File: src/rtl/output_read_scheduler.sv
// Round-robin read scheduler for the shared cell buffer output side.
// Tracks per-port pending cells and converter credits, grants one port per cycle.
module output_read_scheduler #(
  parameter int nbrOfPorts      = 4,
  parameter int addresses       = 256,
  parameter int creditDepth     = 4,
  parameter int nbrOfPortsWidth = $clog2(nbrOfPorts),
  parameter int countWidth      = $clog2(addresses) + 1
) (
  input  logic                       clk,
  input  logic                       rstn,
  input  logic                       enable,
  input  logic [nbrOfPorts-1:0]      cellEnq,
  input  logic [nbrOfPorts-1:0]      creditReturn,
  input  logic [nbrOfPorts-1:0]      psFull,
  output logic                       readEnable,
  output logic [nbrOfPortsWidth-1:0] readPort,
  output logic [nbrOfPorts-1:0]      pendingEmpty,
  output logic                       errorOverflow,
  output logic                       errorCredit
);

  localparam int PW = nbrOfPortsWidth;
  localparam int CW = $clog2(creditDepth + 1);
  localparam logic [countWidth-1:0] PMAX = countWidth'(addresses);
  localparam logic [CW-1:0]         CMAX = CW'(creditDepth);
  localparam logic [PW-1:0]         LAST = PW'(nbrOfPorts - 1);
  localparam logic [PW:0]           NP   = (PW+1)'(nbrOfPorts);

  logic [countWidth-1:0] pending     [nbrOfPorts];
  logic [countWidth-1:0] pending_nxt [nbrOfPorts];
  logic [CW-1:0]         credit      [nbrOfPorts];
  logic [CW-1:0]         credit_nxt  [nbrOfPorts];

  logic [PW-1:0]         rr_ptr;
  logic [PW-1:0]         rr_nxt;
  logic [PW-1:0]         grant_port;
  logic                  grant_valid;
  logic [PW:0]           sum;
  logic [PW-1:0]         idx;
  logic [nbrOfPorts-1:0] elig;
  logic [nbrOfPorts-1:0] hit;
  logic [nbrOfPorts-1:0] ovf_hit;
  logic [nbrOfPorts-1:0] crd_hit;
  logic [nbrOfPorts-1:0] empty_nxt;

  always_comb begin
    for (int i = 0; i < nbrOfPorts; i++) begin
      elig[i] = (pending[i] != '0) && (credit[i] != '0)
                && !psFull[i] && enable;
    end
  end

  // first eligible port at or after rr_ptr, modulo nbrOfPorts
  always_comb begin
    grant_valid = 1'b0;
    grant_port  = '0;
    sum         = '0;
    idx         = '0;
    for (int k = 0; k < nbrOfPorts; k++) begin
      sum = {1'b0, rr_ptr} + (PW+1)'(k);
      if (sum >= NP) sum = sum - NP;
      idx = sum[PW-1:0];
      if (!grant_valid && elig[idx]) begin
        grant_valid = 1'b1;
        grant_port  = idx;
      end
    end
  end

  always_comb begin
    for (int i = 0; i < nbrOfPorts; i++) begin
      hit[i]         = grant_valid && (grant_port == PW'(i));
      pending_nxt[i] = pending[i];
      credit_nxt[i]  = credit[i];
      ovf_hit[i]     = 1'b0;
      crd_hit[i]     = 1'b0;
      if (cellEnq[i] && !hit[i]) begin
        if (pending[i] == PMAX) ovf_hit[i] = 1'b1;
        else pending_nxt[i] = pending[i] + countWidth'(1);
      end else if (!cellEnq[i] && hit[i]) begin
        pending_nxt[i] = pending[i] - countWidth'(1);
      end
      if (creditReturn[i] && !hit[i]) begin
        if (credit[i] == CMAX) crd_hit[i] = 1'b1;
        else credit_nxt[i] = credit[i] + CW'(1);
      end else if (!creditReturn[i] && hit[i]) begin
        credit_nxt[i] = credit[i] - CW'(1);
      end
      empty_nxt[i] = (pending_nxt[i] == '0);
    end
  end

  always_comb begin
    rr_nxt = rr_ptr;
    if (grant_valid) rr_nxt = (grant_port == LAST) ? '0 : grant_port + PW'(1);
  end

  always_ff @(posedge clk or negedge rstn) begin
    if (!rstn) begin
      for (int i = 0; i < nbrOfPorts; i++) begin
        pending[i] <= '0;
        credit[i]  <= CMAX;
      end
      rr_ptr        <= '0;
      readEnable    <= 1'b0;
      readPort      <= '0;
      pendingEmpty  <= '1;
      errorOverflow <= 1'b0;
      errorCredit   <= 1'b0;
    end else begin
      for (int i = 0; i < nbrOfPorts; i++) begin
        pending[i] <= pending_nxt[i];
        credit[i]  <= credit_nxt[i];
      end
      rr_ptr       <= rr_nxt;
      readEnable   <= grant_valid;
      if (grant_valid) readPort <= grant_port;
      pendingEmpty <= empty_nxt;
      if (|ovf_hit) errorOverflow <= 1'b1;
      if (|crd_hit) errorCredit   <= 1'b1;
    end
  end

endmodule
File: config.mk
export PLATFORM = sky130hd
export DESIGN_NAME = output_read_scheduler
export DESIGN_NICKNAME = d
export VERILOG_FILES = /design/src/rtl/output_read_scheduler.sv
export SDC_FILE = /design/constraint.sdc
export NUM_CORES = 1
export LEC_CHECK = 0
export ABC_CLOCK_PERIOD_IN_PS = 5700
export CAP_MARGIN = 15
export CORE_MARGIN = 2
export CORE_UTILIZATION = 50
export DETAILED_ROUTE_END_ITERATION = 7
export PLACE_DENSITY_LB_ADDON = 0.1
export SLEW_MARGIN = 20
export SYNTH_ARGS = -nofsm -noshare
export SYNTH_HDL_FRONTEND = slang
export SYNTH_SLANG_ARGS = --single-unit
File: constraint.sdc
create_clock -name clk -period 5.7 [get_ports clk]
set_clock_uncertainty 0.2 [all_clocks]
set_input_delay 0.855 -clock clk [delete_from_list [all_inputs] [get_ports clk]]
set_output_delay 0.855 -clock clk [all_outputs]
set_load 0.01 [all_outputs]
# --- Word-level counts from Yosys, hierarchy flattened ---
# Index checks and enable logic that the tools add are counted.
totals:
  regBits: 59
  in_bits: 15
  out_inout_bits: 9
  word_cells: 199
op_classes:
  add_sub_neg: 24
  n_lt_le_gt_ge: 8
  n_eq_ne: 15
  n_mux: 61
  n_reduce_logical: 77
op_table:
  columns: ["op", "n"]
  rows:
  - ["2-to-1 mux 9 bit", 12]
  - ["adder 9 x 1 -> 9 bit, second input constant", 4]
  - ["equality test 9 bit, second input constant", 4]
  - ["zero test 9 bit", 4]
  - ["2-to-1 mux 3 bit", 12]
  - ["nonzero test 9 bit", 4]
  - ["subtractor 9 x 1 -> 9 bit, second input constant", 4]
  - ["logical AND 1 bit", 35]
  - ["2-to-1 mux 1 bit", 24]
  - ["zero test 1 bit", 19]
  - ["2-to-1 mux 2 bit", 9]
  - ["adder 3 x 1 -> 3 bit, second input constant", 4]
  - ["equality test 3 bit, second input constant", 4]
  - ["< comparator 2 x 3 -> 1 bit, second input constant", 4]
  - ["nonzero test 3 bit", 4]
  - ["subtractor 3 x 1 -> 3 bit, second input constant", 4]
  - [">= comparator 3 bit, second input constant", 3]
  - ["binary-select mux 1 bit (select 2 bit)", 4]
  - ["!= test 2 bit, second input constant", 4]
  - ["AND reduction 2 bit", 4]
  - ["nonzero test 2 bit", 4]
  - ["OR reduction 4 bit", 2]
  - ["subtractor 2 x 1 -> 2 bit, second input constant", 4]
  - ["adder 2 x 2 -> 3 bit, second input constant", 2]
  - ["6 further kinds", 7]

# --- Longest topological paths before layout ---
# Gate-level depths: netlist of the first run.
depth:
  ltp_word: 22
  ltp_mapped: 19
  depth_no_buf: 18

# --- Worst setup path after synthesis of the first run ---
# OpenSTA, ideal clock, no wires.
synth_timing:
  kind: "flip-flop to flip-flop"
  startpoint: "reg pending[13] (netlist bit)"
  endpoint: "reg credit[11] (netlist bit)"
  setup_time_ps: 78
  t_arrival_ps: 4166
  t_required_ps: 5422
  slack_ps: 1255
  stages_incl_launch_ff: 18
  n_path_buf: 2
  period_less_slack_ps: 4445
  cell_sequence: "dfrtp_1 > or4_4 > or4_4 > nand2_1 > nor2_1 > o21ai_0 > o21ai_0 > a31oi_1 > inv_1 > ha_1 > o21ai_1 > buf_2 > buf_2 > nand2_1 > fa_1 > and3_1 > or3_1 > and3_1"
synth_between:
  elab_chain_cells: 22
  word_cells_on_any_way: 35
  cone_classes: "eq/ne: 1; mux: 17; reduce/logical: 17"
synth_rtl:
  columns: ["item", "line", "text"]
  rows:
  - ["from (decl)", "30", "logic [countWidth-1:0] pending [nbrOfPorts];"]
  - ["from (signal, indexed assignment)", "113", "pending[i] <= pending_nxt[i];"]
  - ["nonzero test 9 bit (*)", "49", "elig[i] = (pending[i] != '0) && (credit[i] != '0)"]
  - ["logical AND 1 bit (*)", "49", null]
  - ["logical AND 1 bit (*) (2 in a row)", "50", "&& !psFull[i] && enable;"]
  - ["binary-select mux 1 bit (select 2 bit)", "64", "if (!grant_valid && elig[idx]) begin"]
  - ["2-to-1 mux 1 bit (implied by the code)", "64", null]
  - ["2-to-1 mux 1 bit", "64", null]
  - ["zero test 1 bit", "64", null]
  - ["logical AND 1 bit", "64", null]
  - ["[... 6 more ...]", null, null]
  - ["2-to-1 mux 2 bit (*)", "64", null]
  - ["named net grant_port[0]", "37", "logic [PW-1:0] grant_port;"]
  - ["zero test 2 bit (*)", "73", "hit[i] = grant_valid && (grant_port == PW'(i));"]
  - ["logical AND 1 bit (*)", "73", null]
  - ["zero test 1 bit", "84", "if (creditReturn[i] && !hit[i]) begin"]
  - ["logical AND 1 bit", "84", null]
  - ["!= test 2 bit (no line) / nonzero test 2 bit (equally long branches)", null, null]
  - ["AND reduction 2 bit (no line)", null, null]
  - ["to (signal, indexed assignment)", "114", "credit[i] <= credit_nxt[i];"]
  - ["to (decl)", "32", "logic [CW-1:0] credit [nbrOfPorts];"]
# The timed path passes the listed nets; every way through them passes the cells marked *. The select of a mux whose other input is x is not followed.
# A chain may end at the register's enable or synchronous reset.

==> flow_summary.toml, run 1 <==
[synth]
ys_ff_latch = 59
yosysWarnings = 0
synthTopCellsByArea = "dfrtp_1 31%, xnor2_1 5.4%, dfstp_2 5.2%"
synth_edf_count = 0
yosys.area.top_type_share = 0.3135
post_synth_instance_area_um2 = 4071
postSynthCellCount = 451
synth_nets = 486
synth_ff_type = "dfrtp_1"
synth_top_area_cell = "dfrtp_1"
synth.avg_cell_area_um2 = 9.028
ys_seq_area_frac = 0.3651
ys_async_sr_fraction = 1.000
ys_types = 64

[routing]
drc = 0
totalWireLength_um = 8775
avgViaCountPerCell = 5.870
route.vias.total = 3381
wl_per_cell_um = 15.23
final_antenna_net_count = 0
firstDrtPassIters = 5
drtIter0Drc = 222

[clock_tree]
post_cts_resized = 0
numCtsBuffers = 9
tritoncts = "done"
clock_path_buffers = 2
clock_latency_ns = 0.35
cts_num_sinks = 59
cts.root.buffer_cell = "clkbuf_8"
path_clk_slew_ns = 0.07
cts_setup_buffers = 0
cts.htree.levels = 3
cts_hold_buf = 0

[layout]
diodes = 0
design_area_um2 = 4541
layout.nets = 505
area_growth_pct = 11.52
layout-drive-gt1-share = 0.08861
final_util = 0.5816

[critical_path]
criticalPathCategory = "register to register"
path_max_fanout = 16
crit_path_start = "pending[13]$_DFF_PN0_"
endpoint = "pendingEmpty[0]$_DFF_PN1_"
start_kind = "register"
r2r_start = "pending[13]$_DFF_PN0_"
cp-end-kind = "register"
rrSetupSlack_ns = 0.99
critPathRequiredTime_ns = 5.77
worstReg2RegEnd = "pendingEmpty[0]$_DFF_PN1_"
ff2ff_path_depth = 15
critPathArrivalTime_ns = 4.78

[die]
io_pins = 24
coreArea_um2 = 7807
std_cell_rows = 32
die-area_um2 = 8880
die_w_um = 94.24
start_util = 0.5215
die_h_um = 94.24

[sta]
slew_viol_final = 0
hold_viol_final = 0
setup_tns_ns = 0
finalSetupViolCount = 0
fmax_mhz = 212.5
worstMarginPinSlew_ns = 0.8511
maxSlewHeadroom = 0.4325
fin_crit_sh = 0.8255
rsz0062_at_grt = "no"
finalCriticalPeriod_ns = 4.705

[run]
maxCapViolCount = 0

[global_routing]
grt_pass1_vias = 3160
grt-ovfl-total = 0
track_usage = 0.2154
antenna_found_initial = 0
grt_first_pass_wirelength_um = 15110
grt_max_degree = 59

[placed_design]
hpwl_um = 6303
io_buffer_count = 23
placed_cell_area_um2 = 4347
gp_congestion = 0.8527

[pwr]
leakagePower_nw = 1.933
p_per_area_nw_per_um2 = 494.1
vdd_drop_max_mv = 0.2948

[hold_path]
hp-class = "input pin to asynchronous set/reset pin"

[outcome]
status = "completed"
-- worst min path at each step --
stage	from	cells after the start	slack, ns	to
after floorplan	pending[34]$_DFF_PN0_	1	0.27	pending[34]$_DFF_PN0_
after global placement	errorOverflow$_DFFE_PN0P_	1	0.27	errorOverflow$_DFFE_PN0P_
after detailed placement	errorOverflow$_DFFE_PN0P_	1	0.27	errorOverflow$_DFFE_PN0P_
after CTS	rstn	1	0.07	pending[3]$_DFF_PN0_
after global routing	rstn	1	0.06	pending[3]$_DFF_PN0_
final	rstn	1	0.07	pending[3]$_DFF_PN0_
-- placed cells by master (no fill, tap or decap), drive strengths merged, types with 4 or more instances in the layout --
| cell | count |
|---|---|
| a21oi | 28 |
| a22oi | 4 |
| a31oi | 6 |
| and3 | 13 |
| buf | 4 |
| clkbuf | 13 |
| clkdlybuf4s50 | 22 |
| dfrtp | 51 |
| dfstp | 8 |
| fa | 4 |
| ha | 16 |
| inv | 26 |
| mux2i | 18 |
| nand2 | 39 |
| nand2b | 11 |
| nand3 | 9 |
| nand4 | 15 |
| nor2 | 39 |
| nor3 | 23 |
| nor4 | 5 |
| o21ai | 18 |
| o221ai | 4 |
| or3 | 6 |
| or4 | 15 |
| xnor2 | 25 |
| xor2 | 6 |
-- final cells by class --
| cell class | instances | area, um^2 |
|---|---|---|
| fillers | 688 | 3267 |
| multi-input cells | 348 | 2387 |
| flip-flops and latches | 59 | 1486 |
| repair buffers | 26 | 247.7 |
| clock buffers | 13 | 158.9 |
| well taps | 102 | 127.6 |
| inverters | 26 | 97.59 |
| clock inverters | 2 | 35.03 |
-- flip-flops by register name, summed over array words and instances, names as in the netlist --
signal	flops
pending	36
credit	12
pendingEmpty	4
readPort	2
rr_ptr	2
errorCredit	1
errorOverflow	1
readEnable	1
-- cells in the mapped netlist (4+ instances only) --
cell	instances
a21oi_1	26
a31oi_1	5
and3_1	13
clkbuf_1	11
dfrtp_1	51
dfstp_2	8
fa_1	4
ha_1	16
inv_1	26
mux2i_1	18
nand2_1	39
nand2b_1	11
nand3_1	9
nand4_1	15
nor2_1	38
nor3_1	21
nor4_1	5
o21ai_0	14
o221ai_1	4
or3_1	6
or4_1	11
or4_4	4
xnor2_1	25
xor2_1	6
-- critical path, stage by stage (launching register included) --
cell and delay (ns):
dfrtp_1 0.45, or4_4 0.58, or4_4 0.53, nand2_1 0.12, nor2_1 0.05, o21ai_0 0.15
o21ai_0 0.10, a31oi_1 0.40, inv_1 0.13, ha_1 0.31, o21ai_1 0.37, buf_4 0.32
a32oi_1 0.13, xnor2_1 0.15, or4_1 0.51, nor3_1 0.14
-- per-layer routing --
metal,up-vias,global-route usage,part of all wire
li1,1680,-,-
met1,1611,0.3010,0.47
met2,75,0.3381,0.47
met3,15,0.04173,0.040
met4,0,0.06643,0.018
met5,-,0,0
-- through the flow --
stage          hold slack [ns]  std cells  setup WS, ns  power [W]
4_1_cts                0.06590        576         1.034   0.002248
2_1_floorplan           0.2732        451         1.256   0.001601
5_1_grt                0.05641        576        0.6427   0.002439
3_5_place_dp            0.2703        561        0.7482   0.001850
3_3_place_gp            0.2680        561        0.8466   0.001825
6_report               0.06576        576        0.9947   0.002243
-- logic make-up (layout without fill, tap and decap cells) --
family,Yosys count,count (layout),share of synthesized area
DFF,59,59,0.3651
xor gates and xnor gates,31,31,0.06669
muxes,19,19,0.04702
adders and majority gates,22,22,0.07376
and+or+nand+nor,186,186,0.2443
buffers and inverters,44,67,0.04855
AOI/OAI and AO/OA,90,90,0.1546
-- where the power goes --
group,switching (W),internal [W],leakage (nW)
registers,0.000269,0.000618,0.700
logic,0.000516,0.000443,1.13
clock network,0.000173,0.000223,0.0995
total,0.000959,0.00128,1.93
(Power assumes the default switching activity.)
==> inputs of run 2 (changes only) <==
Settings changed: ABC_CLOCK_PERIOD_IN_PS 5700 to 4500.
Clock period 5.7 ns to 4.5 ns, I/O delays scaled along.
==> run 2 against run 1 <==
Net effect:
- utilization increased by 2.2 points
- total power up 34%
- via count rose by 2.0%
- routed wire length up 2.8%
- sequential share of layout area fell by 1.2 points
- worst setup slack got worse by 0.79 ns
- combinational power rose by 36%
- sequential power grew 26%
- largest cell class unchanged
- non-clock buffer count up 13
- die area is the same
- register-to-register slack worse by 0.79 ns
- hold slack better by 0.18 ns
==> flow_summary.toml, run 2 (synthesized netlist as in run 1, its figures left out) <==
[outcome]
status = "completed"

[sta]
finalCriticalPeriod_ns = 4.295
maxSlewHeadroom = 0.4081
finalSetupViolCount = 0
fin_crit_sh = 0.9544
slew_viol_final = 0
fmax_mhz = 232.8
hold_viol_final = 0
layout_setup_ws_ns = 0.2051
worstMarginPinSlew_ns = 0.8878
rsz0062_at_grt = "yes"

[die]
die_w_um = 94.24
std_cell_rows = 32
start_util = 0.5215
die-area_um2 = 8880
io_pins = 24
die_h_um = 94.24
coreArea_um2 = 7807

[routing]
firstDrtPassIters = 4
totalWireLength_um = 9017
drc = 0
route.vias.total = 3447
wl_per_cell_um = 15.28
avgViaCountPerCell = 5.842
drtIter0Drc = 135
final_antenna_net_count = 0

[clock_tree]
cts_num_sinks = 59
cts.root.buffer_cell = "clkbuf_8"
cts.htree.levels = 3
tritoncts = "done"
numCtsBuffers = 9
path_clk_slew_ns = 0.07
clock_path_buffers = 2
clock_latency_ns = 0.34
cts_hold_buf = 0

[critical_path]
critPathRequiredTime_ns = 4.57
crit_buf_inv = 1
cp-end-kind = "register"
cpPeakStageDelay_ns = 0.55
path_cells = "or4_4, or4_4, nand2_1, nand2_1, a21oi_1, inv_1, a21oi_1, ha_1, nor4b_2, nand2_1, a2111oi_2, a31oi_1, xnor2_1, or4_1, nor3_2"
critPathArrivalTime_ns = 4.37
criticalPathCategory = "register to register"
crit_family = "simple AND/OR/NAND/NOR gates"
start_kind = "register"
critPathSlowestCell = "or4_4"
crit_top_cell = "nand2_1"
path_max_fanout = 3

[layout]
final_util = 0.6037
final_cell_mix = "51 x dfrtp_1, 39 x nand2_1, 38 x nor2_1"
layout-drive-gt1-share = 0.1291
layout.nets = 518
final_common_cell = "dfrtp_1"
top_regs = "pending: 36 flops, credit: 12 flops, pendingEmpty: 4 flops"
largest_register_ffs = 36
diodes = 0
max_flop_register = "pending"
area_growth_pct = 15.77

[placed_design]
io_buffer_count = 23
dp_slack_ns = -0.1153
hpwl_um = 6645
gp_congestion = 0.8677

[pwr]
p_per_area_nw_per_um2 = 640.1
vdd_drop_max_mv = 0.2834
leakagePower_nw = 2.024

[global_routing]
antenna_found_initial = 0
grt-ovfl-total = 0
track_usage = 0.2203
grt_first_pass_wirelength_um = 15290
grt_max_degree = 40
grt_pass1_vias = 3252

[run]
maxCapViolCount = 0

[hold_path]
hp-class = "input pin to asynchronous set/reset pin"
run 2: cell count changes in the layout (fill, tap and decap cells not counted), sizes merged:
| cell | previous run | this run |
|---|---|---|
| buf | 4 | 17 |
| bufinv | 1 | 3 |
| clkbuf | 13 | 11 |
| clkinv | 1 | 2 |
run 2: metal layers:
metal / wire length, um / up-vias / global-route usage
met4: 168 / 0 / 0.08696
met2: 4250 / 77 / 0.3530
li1: - / 1708 / -
met5: 0 / - / 0
met3: 376 / 17 / 0.03371
met1: 4221 / 1645 / 0.2995
run 2: stage by stage:
step                       TNS, ns  cell area (um^2)  hold WS (ns)  instances  total power [W]
after floorplan                  0              4071        0.1794        451         0.002028
after global placement           0              4444        0.2645        574         0.002358
after detailed placement   -0.1153              4444        0.2581        574         0.002398
after CTS                        0              4687        0.2823        590         0.003014
after global routing      -0.05149              4713        0.3154        590         0.003270
final                            0              4713        0.2430        590         0.003017
run 2: power by group:
| part | internal (W) | switching, W |
|---|---|---|
| combinational | 0.000606 | 0.000696 |
| sequential | 0.000783 | 0.000335 |
| clock | 0.000381 | 0.000216 |
run 2: final cells by class:
cell class | instances | area (um^2)
clock buffer | 11 | 141.4
clock inverter | 5 | 100.1
fill | 688 | 3094
inverter | 26 | 97.59
multi-input combinational | 348 | 2415
sequential | 59 | 1486
tap | 102 | 127.6
timing repair buffer | 39 | 345.3
run 2: path summary, 6_finish.rpt:
check / to / from / cells after the start / slack, ns
max in group asynchronous: pendingEmpty[0]$_DFF_PN1_ / rstn / 2 / 2.99
hold reg to reg: errorOverflow$_DFFE_PN0P_ / errorOverflow$_DFFE_PN0P_ / 1 / 0.28
min in group clk: errorOverflow$_DFFE_PN0P_ / errorOverflow$_DFFE_PN0P_ / 1 / 0.28
hold / removal: pending[7]$_DFF_PN0_ / rstn / 1 / 0.24
setup reg to reg: pendingEmpty[2]$_DFF_PN1_ / pending[22]$_DFF_PN0_ / 15 / 0.21
setup / recovery: pendingEmpty[2]$_DFF_PN1_ / pending[22]$_DFF_PN0_ / 15 / 0.21
run 2: what timing repair did:
action / in CTS / in global routing
buffers inserted: 0 / 0
setup endpoints to repair: 1 / 4
gates resized for setup: 1 / 6
